`src/rtl/btn_pkg.sv`:
```
// Shared types and defaults for the push-button debouncer.
package btn_pkg;

  typedef enum logic [1:0] {
    IDLE         = 2'd0,
    PRESS_WAIT   = 2'd1,
    PRESSED      = 2'd2,
    RELEASE_WAIT = 2'd3
  } btn_state_t;

  localparam int DEBOUNCE_CYCLES_DEF = 16;
  localparam int SYNC_STAGES_DEF     = 2;

endpackage

```
`src/rtl/sync_ff.sv`:
```
// N-stage flip-flop synchroniser for a single asynchronous bit.
module sync_ff #(
  parameter int   N       = 2,
  parameter logic RST_VAL = 1'b1
) (
  input  logic clk,
  input  logic rst,
  input  logic d,
  output logic q
);

  logic [N-1:0] ff;

  always_ff @(posedge clk or posedge rst) begin
    if (rst) ff <= {N{RST_VAL}};
    else     ff <= {ff[N-2:0], d};
  end

  assign q = ff[N-1];

endmodule

```
`src/rtl/button_debouncer.sv`:
```
// Debounces the active-low ExtBTN pin and emits a one-cycle IntBTN pulse per press.
module button_debouncer
  import btn_pkg::*;
#(
  parameter int SYNC_STAGES     = SYNC_STAGES_DEF,
  parameter int DEBOUNCE_CYCLES = DEBOUNCE_CYCLES_DEF,
  parameter int CNT_W           = 5
) (
  input  logic Fg_CLK,
  input  logic RESETn,
  input  logic ExtBTN,
  output logic IntBTN
);

  localparam logic [CNT_W-1:0] CNT_LAST = CNT_W'(DEBOUNCE_CYCLES - 1);
  localparam logic [CNT_W-1:0] CNT_MAX  = CNT_W'(DEBOUNCE_CYCLES);

  logic             btn_s;
  btn_state_t       state, state_nxt;
  logic [CNT_W-1:0] cnt, cnt_nxt, cnt_inc;
  logic             pulse_nxt;

  sync_ff #(.N(SYNC_STAGES), .RST_VAL(1'b1)) u_sync (
    .clk (Fg_CLK),
    .rst (RESETn),
    .d   (ExtBTN),
    .q   (btn_s)
  );

  assign cnt_inc = (cnt == CNT_MAX) ? cnt : cnt + 1'b1;

  // Counter only runs in the two WAIT states; any other state or a level
  // change leaves it cleared, so each wait starts counting from zero.
  always_comb begin
    state_nxt = state;
    cnt_nxt   = '0;
    pulse_nxt = 1'b0;
    case (state)
      IDLE: begin
        if (!btn_s) state_nxt = PRESS_WAIT;
      end
      PRESS_WAIT: begin
        if (btn_s) begin
          state_nxt = IDLE;
        end else if (cnt == CNT_LAST) begin
          state_nxt = PRESSED;
          pulse_nxt = 1'b1;
        end else begin
          cnt_nxt = cnt_inc;
        end
      end
      PRESSED: begin
        if (btn_s) state_nxt = RELEASE_WAIT;
      end
      RELEASE_WAIT: begin
        if (!btn_s)                 state_nxt = PRESSED;
        else if (cnt == CNT_LAST)   state_nxt = IDLE;
        else                        cnt_nxt   = cnt_inc;
      end
      default: state_nxt = IDLE;
    endcase
  end

  always_ff @(posedge Fg_CLK or posedge RESETn) begin
    if (RESETn) begin
      state  <= IDLE;
      cnt    <= '0;
      IntBTN <= 1'b0;
    end else begin
      state  <= state_nxt;
      cnt    <= cnt_nxt;
      IntBTN <= pulse_nxt;
    end
  end

endmodule

```
`config.mk`:
```
export PLATFORM = sky130hd
export DESIGN_NAME = button_debouncer
export DESIGN_NICKNAME = d
export VERILOG_FILES = /design/src/rtl/btn_pkg.sv /design/src/rtl/sync_ff.sv /design/src/rtl/button_debouncer.sv
export SDC_FILE = /design/constraint.sdc
export NUM_CORES = 1
export LEC_CHECK = 0
export CORE_MARGIN = 3
export CORE_UTILIZATION = 35
export CTS_BUF_LIST = sky130_fd_sc_hd__clkbuf_4
export DETAILED_ROUTE_END_ITERATION = 16
export GPL_ROUTABILITY_DRIVEN = 0
export PLACE_DENSITY = 0.57
export SLEW_MARGIN = 20
export SYNTH_ARGS = -nofsm -noshare
export SYNTH_HDL_FRONTEND = slang
export SYNTH_SLANG_ARGS = --single-unit
```
`constraint.sdc`:
```
create_clock -name Fg_CLK -period 2.5 [get_ports Fg_CLK]
set_input_delay 0.5 -clock Fg_CLK [delete_from_list [all_inputs] [get_ports Fg_CLK]]
set_output_delay 0.5 -clock Fg_CLK [all_outputs]
set_load 0.05 [all_outputs]
```
==> impl_metrics.py, run 1 <==
metrics = {
    "outcome": {
        "status": "complete, no violations",
    },
    "die": {
        "io_pins": 4,
        "core_area_mm2": 0.00117,
        "die_w_um": 42.2,
        "dieArea_mm2": 0.00178,
        "start_util_pct": 39.2,
        "rows": 12,
        "dieHeight_um": 42.2,
    },
    "routing": {
        "dr.first_iter.drc_count": 2,
        "drc": 0,
        "routed_via_density": 4.75,
        "drt_wl_total_um": 698,
        "num_vias": 285,
        "drt_pre_antenna_iters": 2,
        "wl_per_cell_um": 11.6,
        "ant_nets": 0,
    },
    "timing": {
        "tns_ns": 0,
        "max_freq_mhz": 526,
        "slew_viol_final": 0,
        "fin_ws_ns": 0.599,
        "fin_crit_sh_pct": 76.0,
        "worst_slew_pin_slew_ns": 0.501,
        "finalHoldViolCount": 0,
        "timing.slew.headroom_pct": 66.5,
        "period_minus_slack_ns": 1.90,
        "rsz0062_at_grt": "no",
        "fin_worst_skew_ns": 0.0107,
        "finalSetupViolCount": 0,
    },
    "setup_path": {
        "slowest_stage": "clkdlybuf4s50_1",
        "cp.required_ns": 2.00,
        "path_cells": "clkdlybuf4s50_1",
        "cpLargestDelayFamily": "buffers and inverters",
        "slowest_delay_ns": 0.80,
        "path_max_fanout": 1,
        "critPathLaunchType": "register",
        "cp.depth": 1,
        "crit_buf_inv": 1,
        "cp.arrival_ns": 1.40,
        "worstSetupEndpointType": "output pin",
        "critical_path_class": "reg2out",
        "reg2reg_depth": 5,
    },
    "clocking": {
        "clockBufferDepth": 2,
        "ctsHoldBuffers": 0,
        "clkSlewWorstSetupHoldPaths_ns": 0.07,
        "numCtsBuffers": 3,
        "htree_levels": 1,
        "cts_resized": 0,
        "post_cts_buffers": 0,
        "cts_root_buf": "clkbuf_4",
        "insertion_delay_ns": 0.26,
        "cts_tree": "done",
        "cts_sinks": 10,
    },
    "grt": {
        "grt_pass1_vias": 291,
        "track_usage_pct": 8.59,
        "antenna_found_initial": 0,
        "grt_pass1_wl_mm": 1.19,
        "grt_start_max_net_pins": 11,
        "grt_overflow_total": 0,
    },
    "finish": {
        "nets": 54,
        "fill_cells": 115,
        "drive_gt1_share_pct": 17.4,
        "antennaDiodeCount": 0,
        "area_growth_pct": 16.9,
    },
    "power_and_ir_drop": {
        "p_leak_nw": 0.235,
        "ir_worst_vdd_uv": 288,
        "power.density_mw_per_mm2": 571,
        "p_total_mw": 0.307,
    },
    "synthesis": {
        "ys_seq_elements": 10,
        "avgSynthCellArea_um2": 11.8,
        "synth_cell_type_count": 18,
        "syn_inst": 39,
        "synth_nets": 46,
        "seq_area_frac_synth_pct": 55.0,
        "ys_warn_count": 0,
        "synthesis.area_um2": 459,
    },
    "run": {
        "maxCapViolations": 0,
    },
    "min_path": {
        "whs_path_depth": 0,
        "hold_class": "reg2reg",
    },
    "place": {
        "dp_hpwl_um": 558,
        "io_buffer_count": 3,
        "dp_slack_ns": 0.882,
    },
}
[metal layers]
metal	routed length [um]	global-route usage (%)
met1	284	10.1
met4	0	1.86
met5	0	0
met3	26	3.00
met2	388	14.9
[logic make-up after synthesis]
family | count (synthesis) | share of synthesized area, %
flip-flops | 10 | 55.0
multiplexers | 1 | 2.18
buffers and inverters | 4 | 3.27
adder cells (fa/ha/maj) | 4 | 10.9
XOR/XNOR | 4 | 7.63
AO/OA/AOI/OAI | 1 | 1.09
AND/OR/NAND/NOR | 15 | 19.9
[area by class of cell]
type	instances	area [um2]	share of cell area (%)
clock buffers	4	30.0	5.59
inverters	4	15.0	2.80
multi-input cells	25	191	35.7
flip-flops and latches	10	253	47.1
well taps	14	17.5	3.26
repair buffers	3	30.0	5.59
[flip-flops by register name, summed over array words and instances, names as in the netlist, named ones only]
name / cells
u_sync.ff: 2
cnt: 5
IntBTN: 1
state: 1
[placed cells by master (no fill, tap or decap), drive strengths merged]
master | synthesis | routed
nor2b | 1 | 1
clkdlybuf4s50 | 0 | 3
and4bb | 1 | 1
nand3b | 1 | 1
nor2 | 2 | 2
inv | 4 | 4
o21ai | 1 | 1
xnor2 | 3 | 3
ha | 4 | 4
dfrtp | 8 | 8
dfstp | 2 | 2
and2 | 1 | 1
nand3 | 1 | 1
clkbuf | 0 | 4
mux2i | 1 | 1
nand2 | 3 | 3
and3 | 1 | 1
nor3 | 4 | 4
xor2 | 1 | 1
[worst paths after layout]
path / from / end / slack (ns)
worst max-delay path: IntBTN / IntBTN / 0.60
worst min-delay path: u_sync.ff[0] / u_sync.ff[1] / 0.36
worst max register to register: cnt[0] / cnt[2] / 1.00
worst min register to register: u_sync.ff[0] / u_sync.ff[1] / 0.36
max in group asynchronous: RESETn / u_sync.ff[1] / 1.68
min in group asynchronous: RESETn / IntBTN / 0.51
[through the flow]
step                hold WS [ns]  utilization, %  cells  area (um2)
global placement           0.350            43.3     56         507
floorplan                  0.339               -     39         459
detailed placement         0.351            43.3     56         507
CTS                        0.362            45.8     60         537
finish                     0.360            45.8     60         537
global route               0.368            45.8     60         537
[cell usage after synthesis, drive strengths merged]
cell type  count  area, um2
o21ai          1       5.00
and2           1       6.26
nand3          1       5.00
ha             4       50.1
dfstp          2       52.6
dfrtp          8        200
nor2           2       7.51
and3           1       6.26
xnor2          3       26.3
and4bb         1       16.3
nand2          3       11.3
nor2b          1       6.26
inv            4       15.0
nand3b         1       7.51
mux2i          1       10.0
nor3           4       25.0
xor2           1       8.76
[power by group]
group	internal, mW	switching, mW	leakage, nW
logic	0.00718	0.00833	0.0867
clock network	0.0721	0.0488	0.0184
registers	0.167	0.00302	0.129
Power figures use the tool's default switching activity.
==> run 2, diff against run 1 <==
==> constraint.sdc (replaced) <==
create_clock -name Fg_CLK -period 1.8 [get_ports Fg_CLK]
set_input_delay 0.36 -clock Fg_CLK [delete_from_list [all_inputs] [get_ports Fg_CLK]]
set_output_delay 0.36 -clock Fg_CLK [all_outputs]
set_load 0.05 [all_outputs]
==> impl_metrics.py, run 2 (synthesized netlist as in run 1, its figures left out) <==
metrics = {
    "outcome": {
        "status": "complete, no violations",
    },
    "finish": {
        "largest_reg_flops": 5,
        "fin_util_pct": 45.3,
        "stdcell_count": 60,
        "max_flop_register": "cnt",
        "fill_cells": 126,
        "nets": 54,
        "reg_top3": "cnt (5), u_sync.ff (2)",
        "mostFrequentLayoutCell": "dfrtp_1",
        "final_cell_mix": "dfrtp_1 (8), inv_1 (4), ha_1 (4)",
        "area_growth_pct": 15.5,
        "antennaDiodeCount": 0,
        "drive_gt1_share_pct": 17.4,
    },
    "die": {
        "core_area_mm2": 0.00117,
        "rows": 12,
        "dieArea_mm2": 0.00178,
        "dieHeight_um": 42.2,
        "start_util_pct": 39.2,
        "die_w_um": 42.2,
        "io_pins": 4,
    },
    "grt": {
        "antenna_found_initial": 0,
        "track_usage_pct": 10.5,
        "grt_overflow_total": 0,
        "grt_pass1_vias": 308,
        "grt_pass1_wl_mm": 1.33,
        "grt_start_max_net_pins": 11,
    },
    "timing": {
        "fin_worst_skew_ns": 0.00390,
        "rsz0062_at_grt": "no",
        "tns_ns": 0,
        "period_minus_slack_ns": 1.52,
        "slew_viol_final": 0,
        "worst_slew_pin_slew_ns": 0.372,
        "fin_crit_sh_pct": 84.5,
        "fin_hold_ws_ns": 0.362,
        "max_freq_mhz": 657,
        "fin_ws_ns": 0.279,
        "finalHoldViolCount": 0,
        "finalSetupViolCount": 0,
        "timing.slew.headroom_pct": 75.2,
    },
    "routing": {
        "routed_via_density": 4.77,
        "ant_nets": 0,
        "dr.first_iter.drc_count": 5,
        "drt_wl_total_um": 684,
        "num_vias": 286,
        "drc": 0,
        "drt_pre_antenna_iters": 4,
        "wl_per_cell_um": 11.4,
    },
    "place": {
        "placedCellCount": 56,
        "dp_slack_ns": 0.281,
        "io_buffer_count": 3,
        "dp_hpwl_um": 517,
    },
    "setup_path": {
        "reg2reg_depth": 5,
        "critPathLaunchType": "register",
        "cp-endpoint": "cnt[2]",
        "cp.depth": 5,
        "critical_path_class": "reg2reg",
        "cp.arrival_ns": 1.70,
        "rrSetupSlack_ns": 0.28,
        "slowest_stage": "dfrtp_1",
        "slowest_delay_ns": 0.40,
        "worstSetupEndpointType": "register",
        "path_cells": "ha_1 > and3_1 > ha_1 > nand3b_1 > nor3_1",
        "crit_buf_inv": 0,
        "cp.required_ns": 1.98,
        "r2r-start": "cnt[0]",
        "crit_path_start": "cnt[0]",
        "rr_endpoint": "cnt[2]",
        "crit_top_cell": "ha_1",
        "path_max_fanout": 3,
        "cpLargestDelayFamily": "simple AND/OR/NAND/NOR gates",
    },
    "run": {
        "maxCapViolations": 0,
    },
    "clocking": {
        "post_cts_buffers": 0,
        "clockBufferDepth": 2,
        "insertion_delay_ns": 0.26,
        "cts_tree": "done",
        "htree_levels": 1,
        "cts_resized": 0,
        "cts_root_buf": "clkbuf_4",
        "numCtsBuffers": 3,
        "ctsHoldBuffers": 0,
        "cts_sinks": 10,
        "clkSlewWorstSetupHoldPaths_ns": 0.06,
    },
    "min_path": {
        "hold_class": "in2async",
    },
    "power_and_ir_drop": {
        "p_leak_nw": 0.234,
        "ir_worst_vdd_uv": 340,
        "power.density_mw_per_mm2": 774,
    },
}
[run 2: cell types whose count changed in the layout (fill, tap and decap cells not counted)]
| cell | delta |
|---|---|
| buf_4 | +1 |
| clkbuf_4 | -1 |
| clkdlybuf4s50_1 | -1 |
| clkinv_1 | +1 |
[run 2: metal layers]
layer | track usage (%) | up-vias | share of wire [%]
li1 | - | 141 | -
met1 | 12.8 | 135 | 49
met2 | 14.9 | 8 | 45
met3 | 2.58 | 2 | 4.1
met4 | 9.32 | 0 | 2.5
met5 | 0 | - | 0
[run 2: cell type report]
cell class	count	area, um2	share of cell area, %
flip-flops and latches	10	253	47.6
multi-input cells	25	191	36.1
repair buffers	3	27.5	5.19
clock buffers	3	22.5	4.25
well taps	14	17.5	3.30
inverters	4	15.0	2.83
clock inverters	1	3.75	0.708
[run 2: worst reg2reg max path: stages, from the launching register on]
cell and delay [ns]:
dfrtp_1 0.40, ha_1 0.23, and3_1 0.21, ha_1 0.20
nand3b_1 0.21, nor3_1 0.19
[run 2: report_power, final]
group / switching, mW / total, mW / internal, mW
clock network: 0.0726 / 0.153 / 0.0799
logic: 0.0117 / 0.0216 / 0.00987
registers: 0.00419 / 0.236 / 0.232
[run 2: through the flow]
step	power (mW)	cell area (um2)
finish	0.410	531
global route	0.445	531
CTS	0.421	531
detailed placement	0.263	504
global placement	0.261	504
floorplan	0.253	459
[run 2: worst min-delay path by stage]
stage	from	endpoint	slack, ns	cells after the start
detailed placement	u_sync.ff[0]	u_sync.ff[1]	0.35	0
finish	RESETn	cnt[3]	0.36	2
global route	RESETn	IntBTN	0.36	2
global placement	u_sync.ff[0]	u_sync.ff[1]	0.35	0
floorplan	RESETn	IntBTN	0.20	1
CTS	u_sync.ff[0]	u_sync.ff[1]	0.36	0
==> run 3, diff against run 2 <==
--- a/config.mk
+++ b/config.mk
@@ -10,7 +10,7 @@
 export CTS_BUF_LIST = sky130_fd_sc_hd__clkbuf_4
 export DETAILED_ROUTE_END_ITERATION = 16
 export GPL_ROUTABILITY_DRIVEN = 0
-export PLACE_DENSITY = 0.57
+export PLACE_DENSITY = 0.59
 export SLEW_MARGIN = 20
 export SYNTH_ARGS = -nofsm -noshare
 export SYNTH_HDL_FRONTEND = slang
==> constraint.sdc (replaced) <==
create_clock -name Fg_CLK -period 1.25 [get_ports Fg_CLK]
set_input_delay 0.25 -clock Fg_CLK [delete_from_list [all_inputs] [get_ports Fg_CLK]]
set_output_delay 0.25 -clock Fg_CLK [all_outputs]
set_load 0.05 [all_outputs]
==> impl_metrics.py, run 3 (synthesized netlist as in run 1, its figures left out) <==
metrics = {
    "clocking": {
        "cts_root_buf": "clkbuf_4",
        "clkSlewWorstSetupHoldPaths_ns": 0.07,
        "cts_sinks": 10,
        "clockBufferDepth": 2,
        "cts_tree": "done",
        "insertion_delay_ns": 0.26,
        "ctsHoldBuffers": 0,
        "numCtsBuffers": 3,
        "htree_levels": 1,
    },
    "grt": {
        "grt_pass1_wl_mm": 1.35,
        "track_usage_pct": 10.4,
        "grt_overflow_total": 0,
        "grt_start_max_net_pins": 11,
        "grt_pass1_vias": 346,
        "antenna_found_initial": 0,
    },
    "timing": {
        "fin_ws_ns": -0.106,
        "worst_slew_pin_slew_ns": 0.383,
        "timing.slew.headroom_pct": 74.4,
        "fin_worst_skew_ns": 0.00153,
        "rsz0062_at_grt": "yes",
        "finalHoldViolCount": 0,
        "finalSetupViolCount": 8,
        "slew_viol_final": 0,
        "period_minus_slack_ns": 1.36,
        "max_freq_mhz": 738,
        "fin_crit_sh_pct": 108,
    },
    "finish": {
        "antennaDiodeCount": 0,
        "max_flop_register": "cnt",
        "mostFrequentLayoutCell": "dfrtp_1",
        "stdcell_count": 66,
        "final_cell_mix": "dfrtp_1 (8), buf_4 (5)",
        "fill_cells": 94,
        "drive_gt1_share_pct": 44.2,
        "area_growth_pct": 42.0,
        "nets": 60,
        "reg_top3": "cnt (5), u_sync.ff (2)",
        "largest_reg_flops": 5,
    },
    "power_and_ir_drop": {
        "power.density_mw_per_mm2": 940,
        "p_switching_mw": 0.141,
        "p_clk_share_pct": 37.4,
        "p_comb_share_pct": 7.1,
        "p_leak_nw": 0.286,
        "seqPwrFrac_pct": 55.6,
        "ir_worst_vdd_uv": 706,
        "p_int_mw": 0.472,
        "switching_share_pct": 23.0,
        "p_total_mw": 0.613,
    },
    "min_path": {
        "hold_class": "in2async",
    },
    "routing": {
        "routed_via_density": 4.79,
        "drc": 0,
        "num_vias": 316,
        "dr.first_iter.drc_count": 1,
        "drt_wl_total_um": 784,
        "ant_nets": 0,
        "wl_per_cell_um": 11.9,
        "drt_pre_antenna_iters": 2,
    },
    "setup_path": {
        "worstSetupEndpointType": "register",
        "critical_path_class": "reg2reg",
        "reg2reg_depth": 5,
        "cp.arrival_ns": 1.54,
        "rr_endpoint": "cnt[2]",
        "path_max_fanout": 3,
        "rrSetupSlack_ns": -0.11,
        "cp.required_ns": 1.43,
        "r2r-start": "cnt[1]",
        "critPathLaunchType": "register",
    },
    "die": {
        "start_util_pct": 39.2,
        "dieArea_mm2": 0.00178,
        "die_w_um": 42.2,
        "dieHeight_um": 42.2,
        "rows": 12,
        "io_pins": 4,
        "core_area_mm2": 0.00117,
    },
    "place": {
        "placedCellCount": 59,
        "dp_hpwl_um": 572,
        "io_buffer_count": 3,
    },
    "run": {
        "maxCapViolations": 0,
    },
    "outcome": {
        "violations": "setup timing",
        "status": "finished, violations left",
    },
}
[run 3: cell count changes in the layout (fill, tap and decap cells not counted), moves of 2 or more]
cell    delta
ha_4       +2
nor3_2     +2
ha_1       -3
buf_4      +4
nor3_1     -2
[run 3: worst max path at each step]
stage / start / end / slack, ns / depth (start not counted)
after global placement: cnt[1] / cnt[2] / -0.09 / 5
after detailed placement: cnt[1] / cnt[1] / -0.11 / 6
after CTS: cnt[1] / cnt[2] / -0.12 / 5
after global routing: cnt[1] / cnt[2] / -0.19 / 5
final: cnt[1] / cnt[2] / -0.11 / 5
after floorplan: cnt[1] / cnt[4] / -0.05 / 5
[run 3: cell type report]
type                            instances  area (um2)  area share [%]
Inverter                                4        17.5            2.69
Tap cell                               14        17.5            2.69
Clock buffer                            3        22.5            3.45
Clock inverter                          1        3.75           0.576
Multi-Input combinational cell         25         249            38.2
Timing Repair Buffer                    9        88.8            13.6
Sequential cell                        10         253            38.8
[run 3: critical path, cell delays in order, from the launching register on]
cell      delay [ns]
dfrtp_1         0.41
ha_2            0.20
and3_4          0.19
ha_4            0.15
nand3b_1        0.18
nor3_1          0.14
[run 3: routing by layer]
metal | GRT usage [%] | wire, um | part of all wire, % | up-vias
met3 | 3.86 | 26 | 3.3 | 2
met4 | 7.45 | 17 | 2.2 | 0
li1 | - | - | - | 152
met5 | 0 | 0 | 0 | -
met1 | 10.2 | 336 | 43 | 157
met2 | 17.6 | 403 | 51 | 5
[run 3: timing repair]
action / CTS / global route
endpoints found under the setup margin: 7 / 8
gates resized for setup: 6 / 3
gates cloned: 0 / 0
setup buffers: 2 / 1
pin swaps: 3 / 3
endpoints found under the hold margin: 0 / 0
[run 3: stage by stage]
stage | hold WS, ns | setup slack [ns] | utilization (%) | setup TNS [ns] | area [um2]
after floorplan | 0.0887 | -0.0456 | - | -0.0828 | 479
after global placement | 0.348 | -0.0888 | 47.8 | -0.258 | 559
after detailed placement | 0.353 | -0.113 | 47.8 | -0.398 | 559
after CTS | 0.266 | -0.123 | 53.5 | -0.471 | 627
after global routing | 0.289 | -0.191 | 55.7 | -1.09 | 652
final | 0.255 | -0.106 | 55.7 | -0.460 | 652
[run 3: power by group through the flow]
stage | logic (mW) | clock network, mW | registers [mW]
finish | 0.0433 | 0.229 | 0.340
global route | 0.0485 | 0.261 | 0.341
CTS | 0.0437 | 0.237 | 0.340
detailed placement | 0.0362 | 0 | 0.346
global placement | 0.0348 | 0 | 0.345
floorplan | 0.0204 | 0 | 0.345
